==> config.mk <==
export PLATFORM = sky130hd
export DESIGN_NAME = mem_test_master
export DESIGN_NICKNAME = d
export VERILOG_FILES = /design/src/rtl/mem_test_master.sv
export SDC_FILE = /design/constraint.sdc
export NUM_CORES = 1
export LEC_CHECK = 0
export CAP_MARGIN = 10
export CORE_ASPECT_RATIO = 1.4
export CORE_MARGIN = 2
export CORE_UTILIZATION = 47
export DETAILED_ROUTE_END_ITERATION = 6
export PLACE_DENSITY = 0.77
export SETUP_SLACK_MARGIN = 0.1
export SLEW_MARGIN = 20
export SYNTH_ARGS = -nofsm -noshare
export SYNTH_HDL_FRONTEND = slang
export SYNTH_SLANG_ARGS = --single-unit
==> constraint.sdc <==
create_clock -name clk -period 2.12 [get_ports clk]
set_input_delay 0.424 -clock clk [delete_from_list [all_inputs] [get_ports clk]]
set_output_delay 0.424 -clock clk [all_outputs]
set_load 0.02 [all_outputs]
==> src/rtl/mem_test_master.sv <==
// mem_test_master: initiator for the single-port valid/ready memory bus.
// One run writes expected(a) = a ^ PATTERN to every address 0..DEPTH-1,
// then reads every address back and compares. A per-state cycle guard
// aborts the run if the responder hangs in any handshake state.
//
// Ports:
//   clk            clock, rising edge
//   res            asynchronous active-low reset
//   start          run request, honoured only in IDLE or DONE
//   valid/wr_rd    request / direction (1 = write) to the responder
//   addr/wdata     transaction address and write data
//   rdata/ready    read data and responder acknowledge
//   busy/done      run in progress / run finished (held until next start)
//   pass           done with no mismatches and no timeout
//   timeout        run aborted by the handshake guard
//   err_count      number of mismatched reads
//   first_err_addr address of the first mismatch (0 if none)
module mem_test_master #(
  parameter int unsigned WIDTH      = 8,
  parameter int unsigned DEPTH      = 32,
  parameter int unsigned ADDR_WIDTH = $clog2(DEPTH),
  parameter logic [WIDTH-1:0] PATTERN = WIDTH'(8'hA5),
  parameter int unsigned TIMEOUT    = 16
) (
  input  logic                  clk,
  input  logic                  res,
  input  logic                  start,
  output logic                  valid,
  output logic                  wr_rd,
  output logic [ADDR_WIDTH-1:0] addr,
  output logic [WIDTH-1:0]      wdata,
  input  logic [WIDTH-1:0]      rdata,
  input  logic                  ready,
  output logic                  busy,
  output logic                  done,
  output logic                  pass,
  output logic                  timeout,
  output logic [ADDR_WIDTH:0]   err_count,
  output logic [ADDR_WIDTH-1:0] first_err_addr
);

  localparam int unsigned CW = (TIMEOUT > 1) ? $clog2(TIMEOUT) : 1;
  localparam logic [CW-1:0]         CNT_LAST  = CW'(TIMEOUT - 1);
  localparam logic [ADDR_WIDTH-1:0] ADDR_LAST = ADDR_WIDTH'(DEPTH - 1);

  typedef enum logic [2:0] {IDLE, WR_REQ, WR_GAP, RD_REQ, RD_GAP, DONE} state_t;

  state_t                state, state_d;
  logic [CW-1:0]         cnt, cnt_d;
  logic [ADDR_WIDTH-1:0] addr_d, fea_d;
  logic [ADDR_WIDTH:0]   err_d;
  logic [WIDTH-1:0]      wdata_d;
  logic                  valid_d, wr_rd_d, busy_d, done_d, pass_d, to_d;

  function automatic logic [WIDTH-1:0] expected(input logic [ADDR_WIDTH-1:0] a);
    return WIDTH'(a) ^ PATTERN;
  endfunction

  always_comb begin
    state_d = state;
    addr_d  = addr;
    err_d   = err_count;
    fea_d   = first_err_addr;
    busy_d  = busy;
    done_d  = done;
    pass_d  = pass;
    to_d    = timeout;
    cnt_d   = '0;
    case (state)
      IDLE, DONE: begin
        if (start) begin
          err_d   = '0;
          fea_d   = '0;
          to_d    = 1'b0;
          done_d  = 1'b0;
          pass_d  = 1'b0;
          addr_d  = '0;
          busy_d  = 1'b1;
          state_d = WR_REQ;
        end
      end
      WR_REQ: if (ready) state_d = WR_GAP;
      WR_GAP: begin
        if (!ready) begin
          if (addr == ADDR_LAST) begin
            addr_d  = '0;
            state_d = RD_REQ;
          end else begin
            addr_d  = addr + 1'b1;
            state_d = WR_REQ;
          end
        end
      end
      RD_REQ: begin
        if (ready) begin
          if (rdata != expected(addr)) begin
            err_d = err_count + 1'b1;
            if (err_count == '0) fea_d = addr;
          end
          state_d = RD_GAP;
        end
      end
      RD_GAP: begin
        if (!ready) begin
          if (addr == ADDR_LAST) begin
            state_d = DONE;
          end else begin
            addr_d  = addr + 1'b1;
            state_d = RD_REQ;
          end
        end
      end
      default: state_d = IDLE;
    endcase

    // Guard counter runs only while a handshake state makes no progress;
    // any state change clears it. Expiry overrides the normal next state
    // and leaves addr on the failing address.
    if (state != IDLE && state != DONE && state_d == state) begin
      if (cnt == CNT_LAST) begin
        to_d    = 1'b1;
        state_d = DONE;
      end else begin
        cnt_d = cnt + 1'b1;
      end
    end

    if (state_d == DONE && state != DONE) begin
      busy_d = 1'b0;
      done_d = 1'b1;
      pass_d = (err_d == '0) && !to_d;
    end

    valid_d = (state_d == WR_REQ) || (state_d == RD_REQ);
    wr_rd_d = (state_d == WR_REQ) || (state_d == WR_GAP);
    wdata_d = (state_d == WR_REQ) ? expected(addr_d) : wdata;
  end

  always_ff @(posedge clk or negedge res) begin
    if (!res) begin
      state          <= IDLE;
      cnt            <= '0;
      valid          <= 1'b0;
      wr_rd          <= 1'b0;
      addr           <= '0;
      wdata          <= '0;
      busy           <= 1'b0;
      done           <= 1'b0;
      pass           <= 1'b0;
      timeout        <= 1'b0;
      err_count      <= '0;
      first_err_addr <= '0;
    end else begin
      state          <= state_d;
      cnt            <= cnt_d;
      valid          <= valid_d;
      wr_rd          <= wr_rd_d;
      addr           <= addr_d;
      wdata          <= wdata_d;
      busy           <= busy_d;
      done           <= done_d;
      pass           <= pass_d;
      timeout        <= to_d;
      err_count      <= err_d;
      first_err_addr <= fea_d;
    end
  end

endmodule

==> impl_metrics.tcl <==
set metrics [dict create \
    final_util_pct 71.4 \
    drtIter0Drc 107 \
    setup_tns_ns 0 \
    p_switching_mw 1.41 \
    syn_nets 250 \
    skew_ns 0.00644 \
    htree_levels 2 \
    worstHoldEndpoint "first_err_addr[3]" \
    firstDrtPassIters 4 \
    synth_warnings 0 \
    hold_ws_ns 0.480 \
    final_layout_size_suffix_gt1_share_pct 25.7 \
    max_stage_delay_ns 0.43 \
    min_from "first_err_addr[3]" \
    fmax_mhz 487 \
    post-route-min-period_ns 2.05 \
    finalInstanceArea_mm2 0.00305 \
    cp.required_ns 2.33 \
    grt-ovfl-total 0 \
    p_leak_nw 1.34 \
    synth_top_area_cell "dfrtp_1" \
    gp_congestion 0.964 \
    dp_slack_ns -0.224 \
    min_delay_path_depth 2 \
    vias_per_cell 5.41 \
    synthCells 230 \
    reg2reg_depth 10 \
    ys_top_cells_by_count "dfrtp_1 (35), nand2_1 (25), nor2_1 (21)" \
    layout_setup_ws_ns 0.0672 \
    cp-end-kind "flop" \
    seq_area_frac_synth_pct 41.2 \
    register_area_um2 881 \
    path_cells "ha_4 -> and3_4 -> ha_4 -> buf_4 -> inv_2 -> nor2_1 -> o21ai_1 -> a21oi_1 -> a211o_1 -> mux2i_1" \
    ioPinCount 42 \
    drc_errors 0 \
    ys_top_cells_by_area "dfrtp_1 (41%), ha_1 (4.7%), nand2_1 (4.4%), o21ai_0 (4.2%), nor2_1 (3.7%)" \
    place_area_mm2 0.00280 \
    switching_share_pct 39.8 \
    total_power_mw 3.54 \
    ir_drop_uv 851 \
    start_util_pct 49.7 \
    avgSynthCellArea_um2 9.24 \
    grt_max_degree 36 \
    insertion_delay_ns 0.29 \
    hpwl_um 3860 \
    synth-seq-cells 35 \
    start_kind "flop" \
    yosysMostFrequentCell "dfrtp_1" \
    status "completed" \
    slew_viol_final 0 \
    n_fill_cell 342 \
    reg2reg_setup_slack_ns 0.07 \
    rr_startpoint "addr[1]" \
    synth_top_area_share_pct 41.2 \
    cts-hold-fix-buffers 0 \
    combPwrFrac_pct 54.8 \
    wl_um 5430 \
    area_delta_synth_final_pct 43.6 \
    cts_tree "yes" \
    fp.dieH_um 83.6 \
    hp-class "flop to flop" \
    period_share_pct 96.8 \
    crit_type "flop to flop" \
    multi_input_area_mm2 0.00124 \
    internal-power_mw 2.13 \
    maxCapViolations 0 \
    core_mm2 0.00427 \
    rsz0062_at_grt "yes" \
    core.rowCount 28 \
    track_usage_pct 23.1 \
    port-buffer-count 40 \
    ctsLongestPathBuffers 2 \
    grt_pass1_wl_um 9130 \
    final-hold-violation-count 0 \
    grt_antenna_before_repair 0 \
    setup_viol 0 \
    path_clk_slew_ns 0.07 \
    cts_made_buffers 5 \
    cp_max_fo 4 \
    n_antenna_cell 0 \
    vias 1970 \
    regToRegEndpoint "wdata[2]" \
    async_flop_share_pct 100 \
    ant_nets 0 \
    synth_area_mm2 0.00213 \
    nets 323 \
    cp.arrival_ns 2.26 \
    cp_slowest_cell "dfrtp_2" \
    synth-edff-count 0 \
    die-area_mm2 0.00508 \
    seq_power_share_pct 27.5 \
    chipWidth_um 60.8 \
    synth.distinct_cells 54 \
    routedWlPerCell_um 14.9 \
    clock_power_share_pct 17.7 \
    first_global_vias 1979 \
    cts.sinks 35 \
    cts_root_buffer "clkbuf_8" \
    synth_ff_type "dfrtp_1" \
    pwr_density_cell_mw_per_mm2 1160 \
    dp_cells 347 \
    crit_top_cell "ha_4" \
    fin_cells 364 \
]
-- final cells by class --
type                       count  area share (%)
clock buffer                   6            2.71
clock inverter                 2            1.15
inverter                      10            1.23
multi-input combinational    171            40.5
sequential                    35            28.9
tap                           60            2.46
timing repair buffer          80            23.0
-- registers in the layout, summed over array words and instances, names as in the netlist --
name            cells
err_count           6
wdata               6
addr                5
first_err_addr      5
cnt                 4
state               3
busy                1
done                1
pass                1
timeout             1
valid               1
wr_rd               1
-- cells by family after synthesis --
kind of cell	count (synthesis)	synth area share [%]
mux	9	4.47
xor+xnor	9	3.71
fa+ha+maj	8	4.71
flops	35	41.2
other cells	1	0.176
compound gates	57	18.1
simple gates	87	21.7
buf+inv	24	5.89
-- power groups by stage --
stage               Combinational (mW)  Sequential [mW]  Clock [mW]
floorplan                        0.966             1.03           0
global route                      2.12            0.997       0.668
global placement                  1.67            0.974           0
CTS                               1.81            0.968       0.637
finish                            1.94            0.974       0.626
detailed placement                1.69            0.977           0
-- routing by layer --
layer  part of all wire, %  track usage (%)  vias to the layer above
met5                     0                0                        -
met2                    50             37.1                       63
met3                   4.7             4.50                       12
met4                   2.5             10.3                        0
li1                      -                -                      961
met1                    43             29.0                      934
-- critical path: cells and delay by family (launching register included) --
family	cells	cell delay [ns]
AOI/OAI and AO/OA	3	0.59
muxes	1	0.14
DFF	1	0.43
buffers and inverters	2	0.21
adders and majority gates	2	0.35
and+or+nand+nor	2	0.24
-- placed cells by master, fill, tap and decap left out, types with 5 or more instances in the layout --
master and count:
nor2_1 18, xnor2_1 5, buf_4 39, nand3_1 6
mux2i_1 5, o21ai_0 12, dfrtp_1 31, nand2_1 25
clkdlybuf4s50_1 39, nor2b_1 5, o21ai_1 5, a21oi_1 8
ha_1 5, o31ai_1 6, clkbuf_8 6, inv_1 9
-- worst max-delay path by stage --
stage | to | start
after detailed placement | wdata[1] | ready
final | wdata[2] | addr[1]
after global routing | wdata[2] | addr[1]
after global placement | first_err_addr[0] | ready
after CTS | wdata[1] | addr[0]
after floorplan | wdata[1] | addr[1]
-- timing repair --
action / 4_1_cts / 5_1_grt
setup endpoints to repair: 8 / 15
resized for setup: 6 / 17
pin swaps: 7 / 13
setup buffers: 6 / 3
cloned: 0 / 0
Note: power is estimated with default switching activity, not from simulation.
